## config.mk

```make
export PLATFORM = sky130hd
export DESIGN_NAME = traffic_phase_ctrl
export DESIGN_NICKNAME = d
export VERILOG_FILES = /design/src/rtl/traffic_phase_ctrl.sv
export SDC_FILE = /design/constraint.sdc
export NUM_CORES = 1
export LEC_CHECK = 0
export BUFFER_PORTS_ARGS = -buffer_cell sky130_fd_sc_hd__buf_2
export CORE_AREA = 4 4 41 43
export CTS_CLUSTER_SIZE = 24
export DETAILED_ROUTE_END_ITERATION = 8
export DIE_AREA = 0 0 45 47
export PLACE_DENSITY_LB_ADDON = 0.12
export SKIP_LAST_GASP = 1
export SYNTH_ARGS = -nofsm -noshare
export SYNTH_HDL_FRONTEND = slang
export SYNTH_SLANG_ARGS = --single-unit
```

## constraint.sdc

```tcl
create_clock -name clk -period 1.95 [get_ports clk]
set_input_delay 0 -clock clk [delete_from_list [all_inputs] [get_ports clk]]
set_output_delay 0 -clock clk [all_outputs]
set_load 0.05 [all_outputs]
```

## src/rtl/traffic_phase_ctrl.sv

```systemverilog
// Signal-head phase sequencer: RED -> GREEN -> YELLOW with a BCD countdown per phase.
// Define TRAFFIC_PED_REQ_EN to build in the pedestrian request / early-GREEN-end logic.
module traffic_phase_ctrl #(
  parameter int unsigned RED_TIME    = 5,
  parameter int unsigned GREEN_TIME  = 9,
  parameter int unsigned YELLOW_TIME = 2,
  parameter int unsigned MIN_GREEN   = 3
) (
  input  logic       clk,
  input  logic       reset,
  input  logic       tick,
  input  logic       hold,
  input  logic       ped_req,
  output logic       ped_ack,
  output logic [1:0] phase,
  output logic [2:0] light,
  output logic [3:0] count,
  output logic       phase_end
);

  typedef enum logic [1:0] {
    RED    = 2'b00,
    GREEN  = 2'b01,
    YELLOW = 2'b10
  } phase_t;

  if (RED_TIME < 1 || RED_TIME > 9) begin : g_bad_red
    $error("RED_TIME must be in 1..9");
  end
  if (GREEN_TIME < 1 || GREEN_TIME > 9) begin : g_bad_green
    $error("GREEN_TIME must be in 1..9");
  end
  if (YELLOW_TIME < 1 || YELLOW_TIME > 9) begin : g_bad_yellow
    $error("YELLOW_TIME must be in 1..9");
  end
  if (MIN_GREEN > GREEN_TIME) begin : g_bad_min_green
    $error("MIN_GREEN must not exceed GREEN_TIME");
  end

  localparam logic [3:0] RED_LOAD    = 4'(RED_TIME);
  localparam logic [3:0] GREEN_LOAD  = 4'(GREEN_TIME);
  localparam logic [3:0] YELLOW_LOAD = 4'(YELLOW_TIME);

  phase_t     state_q, state_d;
  logic [3:0] count_q, count_d;
  logic [2:0] light_q, light_d;
  logic       end_q, end_d;
  logic       advance;
  logic       early_end;
  logic       red_entry;

  assign advance = tick & ~hold;

`ifdef TRAFFIC_PED_REQ_EN
  localparam logic [3:0] EARLY_LIMIT = 4'(GREEN_TIME - MIN_GREEN);

  logic pending_q, pending_d;
  logic ack_q, ack_d;

  // A served request is cleared on RED entry, but a request arriving that same cycle re-arms it.
  always_comb begin
    pending_d = pending_q;
    ack_d     = 1'b0;
    if (red_entry && pending_q) begin
      pending_d = 1'b0;
      ack_d     = 1'b1;
    end
    if (ped_req) pending_d = 1'b1;
  end

  always_ff @(posedge clk) begin
    if (reset) begin
      pending_q <= 1'b0;
      ack_q     <= 1'b0;
    end else begin
      pending_q <= pending_d;
      ack_q     <= ack_d;
    end
  end

  assign early_end = pending_q && (count_q <= EARLY_LIMIT);
  assign ped_ack   = ack_q;
`else
  logic unused_ped_req;
  assign unused_ped_req = ped_req;
  assign early_end      = 1'b0;
  assign ped_ack        = 1'b0;
`endif

  // NOTE: every combinational output gets a default first so no path can infer a latch.
  always_comb begin
    state_d   = state_q;
    count_d   = count_q;
    end_d     = 1'b0;
    red_entry = 1'b0;
    case (state_q)
      RED: begin
        if (advance) begin
          if (count_q == 4'd0) begin
            state_d = GREEN;
            count_d = GREEN_LOAD;
            end_d   = 1'b1;
          end else begin
            count_d = count_q - 4'd1;
          end
        end
      end
      GREEN: begin
        if (advance) begin
          if (count_q == 4'd0 || early_end) begin
            state_d = YELLOW;
            count_d = YELLOW_LOAD;
            end_d   = 1'b1;
          end else begin
            count_d = count_q - 4'd1;
          end
        end
      end
      YELLOW: begin
        if (advance) begin
          if (count_q == 4'd0) begin
            state_d   = RED;
            count_d   = RED_LOAD;
            end_d     = 1'b1;
            red_entry = 1'b1;
          end else begin
            count_d = count_q - 4'd1;
          end
        end
      end
      default: begin
        state_d = RED;
        count_d = RED_LOAD;
      end
    endcase
  end

  always_comb begin
    case (state_d)
      GREEN:   light_d = 3'b001;
      YELLOW:  light_d = 3'b010;
      default: light_d = 3'b100;
    endcase
  end

  // NOTE: sequential state uses non-blocking assignments so all registers update from pre-edge values.
  always_ff @(posedge clk) begin
    if (reset) begin
      state_q <= RED;
      count_q <= RED_LOAD;
      light_q <= 3'b100;
      end_q   <= 1'b0;
    end else begin
      state_q <= state_d;
      count_q <= count_d;
      light_q <= light_d;
      end_q   <= end_d;
    end
  end

  assign phase     = state_q;
  assign count     = count_q;
  assign light     = light_q;
  assign phase_end = end_q;

endmodule

```

Word-level counts from Yosys, hierarchy flattened
Cells that the tools add are included.

cells by class
  multiplexer cells = 16
  eq/ne operators = 7
  bitwise operators = 4
  reductions and logical operators = 5
  add/subtract/negate cells = 1

operator list
  operator                                             count
  two-way mux 4 bit                                    6
  two-way mux 2 bit                                    6
  case mux 4 bit (3 select lines)                      1
  != test 2 bit, second input constant                 3
  case mux 2 bit (3 select lines)                      1
  case mux 3 bit (2 select lines)                      1
  OR reduction 3 bit                                   2
  equality test 2 x 1 -> 1 bit, second input constant  2
  equality test 2 bit, second input constant           2
  zero test 4 bit                                      1
  subtractor 4 x 1 -> 4 bit, second input constant     1
  NOT 1 bit                                            3
  AND reduction 3 bit                                  1
  zero test 2 bit                                      1
  AND 1 bit                                            1
  two-way mux 1 bit                                    1

word-level totals
  logic and storage cells = 37
  input port bits = 5
  bits in registers = 10
  output and inout port bits = 11

Longest topological paths before layout
  depth in word-level cells = 6
  depth in mapped cells = 6
  gate-level depth less buffers = 5

Least setup slack after synthesis
No wires, ideal clock.

  path type = reg-to-reg
  start = reg count_q[3] (netlist: count[3])
  end = reg light_q[2] (netlist: light[2])
  path buffers = 0
  clock period less this slack = 2.285 ns
  cell stages (with the launch flop) = 6
  setup slack = -0.335 ns
  data required time = 1.827 ns
  data arrival time = 2.162 ns
  library setup time = 0.123 ns
  path through = dfxtp_1 -> or4_4 -> or3_4 -> a21o_1 -> ha_1 -> or2_2

between the ends
  word-level cells in the longest chain between the ends = 6
  elaborated cells on any way between the ends = 11
  classes of those cells = 2 x eq/ne; 8 x mux; 1 x reduce/logical

RTL lines
  element                                                                     RTL line      RTL
  from (decl)                                                                 45            logic [3:0] count_q, count_d;
  from (signal assigned)                                                      155           count_q <= count_d;
  zero test 4 bit (*)                                                         99, 110, 121
  two-way mux 2 bit (on tied branches)                                        121, 110, 99
  two-way mux 2 bit (on tied branches)                                        120, 109, 98
  case mux 2 bit (3 select lines) (*)                                         96            case (state_q)
  equality test 2 bit / equality test 2 x 1 -> 1 bit (equally long branches)  139           case (state_d)
  case mux 3 bit (2 select lines) (*)                                         139
  net light_d[2]                                                              46            logic [2:0] light_q, light_d;
  to (signal assigned)                                                        156           light_q <= light_d;
  to (decl)                                                                   46

The timed path passes the listed nets; every way through them passes the cells marked *.
A chain may end at the register's enable or synchronous reset.

Worst setup path after layout
  start = reg count_q[0] (netlist: count[0])
  end = reg light_q[2] (netlist: light[2])

Same word-level chain as after synthesis.

==> flow_summary.ini <==
[setup_path]
path_max_fanout = 4
crit_family = simple AND/OR/NAND/NOR gates
critPathBufInv = 0
start_kind = flip-flop
critical_path_class = reg -> reg
crit_required_ns = 2.11
cp_slowest_cell = or4_4
end_kind = flip-flop
max_stage_delay_ns = 0.53
path_cells = or4_4, or3_4, a21o_1, ha_1, or2_4
cp.arrival_ns = 2.14

[placement]
hpwlAfterDp_um = 786
io_buffers = 13
place_congestion = 0.746
dp_cells = 86
place_area_um2 = 643

[layout]
finish.instance_area_um2 = 679
antennaDiodeCount = 0
fin_nets = 83
area_growth_pct = 40.7
drive_above_1_share_pct = 52.0
multi_input_area_um2 = 270
finalNonFillerCells = 90
fill_cells = 137
seqCellArea_um2 = 210

[synthesis]
syn_nets = 57
syn_inst = 50
ys_async_sr_fraction_pct = 0
synth_edf_count = 0
avgSynthCellArea_um2 = 9.66
netlist_area_um2 = 483
yosys.cell_types.count = 28
ys.flop_type = dfxtp_1
synth_area_leaders = dfxtp_1, ha_1, or4_4, a21oi_1, nand2b_1
ys_seq_elements = 10
ys_warn_count = 0
netlist.area_leader.share_pct = 41.5
synth-seq-area-share_pct = 41.5
yosysTopAreaCell = dfxtp_1

[routing]
avgRoutedWirePerCell_um = 11.2
initialDrtViolationCount = 8
num_vias = 442
drt_pass1_iterations = 2
wl_um = 1010
postRouteAntennaNets = 0
drcViolationCount = 0
avgViaCountPerCell = 4.91

[sta]
fmax_mhz = 503
post-route-period-util_pct = 102
min_period_ns = 1.99
hold_violations = 0
final_max_slew_viol_count = 0
fin_ws_ns = -0.0375
rsz0062_at_grt = true
tns_ns = -0.0375
setup_violations = 1
clock-skew-final_ns = 0.00607

[clocking]
cts.repair.resized = 0
cts.clk_slew.worst_paths_ns = 0.06
cts_sinks = 10
insertion_delay_ns = 0.26
htree_levels = 1
tritoncts = done
cts_root_buffer = clkbuf_4
cts_hold_buffers = 0
post-cts-setup-buffers = 0
clock_path_buffers = 2
cts-buffers-inserted = 3

[floorplanning]
core-area_um2 = 1300
start_util_pct = 37.1
dieArea_um2 = 2120
pin_count = 16
rows = 13
die_w_um = 45
die_height_um = 47

[pwr]
p_leak_nw = 0.290
vdd_drop_max_mv = 0.330
p_per_area_nw_per_um2 = 641

[worst_hold_path]
min_path_type = in -> reg

[job]
max-cap-violations = 0

[global_route]
track_usage_pct = 11.0
antenna_found_initial = 0
grt_pass1_vias = 403
grt_pass1_wl_um = 1690
grt_max_degree = 10
grt-ovfl-total = 0

[outcome]
violations = negative setup slack
run_status = finished with violations
-- flip-flops by register name, summed over array words and instances (netlist names) --
signal / count
phase_end: 1
count: 4
light: 3
phase: 2
-- area by class of cell --
type	instances	share of cell area (%)
well taps	15	2.76
multi-input cells	37	39.8
repair buffers	23	20.6
inverters	1	0.552
flip-flops and latches	10	30.9
clock buffers	4	5.34
-- final timing paths --
kind	endpoint	slack, ns	startpoint	cells after the start
worst max-delay path	light[2]	-0.04	count[0]	5
worst min-delay path	phase[0]	0.02	reset	2
worst max register to register	light[2]	-0.04	count[0]	5
worst min register to register	phase[1]	0.60	phase[0]	3
-- synth_stat cells, types with 2 or more instances --
cell type,instances
or2_2,2
a21o_1,2
a21oi_1,4
or4_4,2
nor2b_1,2
dfxtp_1,10
nor3_1,2
o21ai_0,2
nand2b_1,3
ha_1,2
nand2_1,2
-- kinds of logic after synthesis --
family / count (synthesis) / synth area share (%)
AND/OR/NAND/NOR: 19 / 26.9
flip-flops: 10 / 41.5
AO/OA/AOI/OAI: 15 / 22.5
adder cells (fa/ha/maj): 2 / 5.18
buffers and inverters: 3 / 3.11
other: 1 / 0.776
-- power by group --
part	total [mW]	switching (mW)	leakage [nW]	internal (mW)
Combinational	0.0477	0.0318	0.187	0.0159
Clock	0.180	0.0670	0.0210	0.113
Sequential	0.208	0.00171	0.0819	0.206
Total	0.436	0.100	0.290	0.335
-- routing by layer --
metal / GRT usage (%) / up-vias / wire length [um]
met4: 0 / 0 / 0
li1: - / 239 / -
met5: 0 / - / 0
met2: 17.5 / 15 / 420
met3: 5.75 / 0 / 73
met1: 14.3 / 188 / 512
-- metrics by stage --
| step | setup slack [ns] | util (%) | hold WS (ns) | power (mW) |
|---|---|---|---|---|
| 3_5_place_dp | -0.0611 | 49.4 | 0.297 | 0.260 |
| 4_1_cts | -0.0471 | 52.2 | 0.0211 | 0.443 |
| 5_1_grt | -0.110 | 52.2 | 0.0388 | 0.454 |
| 6_report | -0.0375 | 52.2 | 0.0189 | 0.436 |
| 2_1_floorplan | -0.148 | - | 0.0594 | 0.244 |
| 3_3_place_gp | -0.0480 | 49.4 | 0.298 | 0.260 |
-- repair_timing --
item | 4_1_cts | 5_1_grt
cloned | 0 | 0
pin swaps | 1 | 1
setup endpoints to repair | 1 | 2
-- placed cells by master (no fill, tap or decap), types with 2 or more instances in the layout --
cell and n:
buf_2 13, buf_4 10, dfxtp_1 6, a21oi_1 4, nand2b_1 3, clkbuf_4 3, or4_4 2, nand2_1 2
o21ai_0 2, a21o_1 2, nor3_1 2, nor2b_1 2, ha_1 2, dfxtp_4 2, dfxtp_2 2
(Power assumes the default switching activity.)
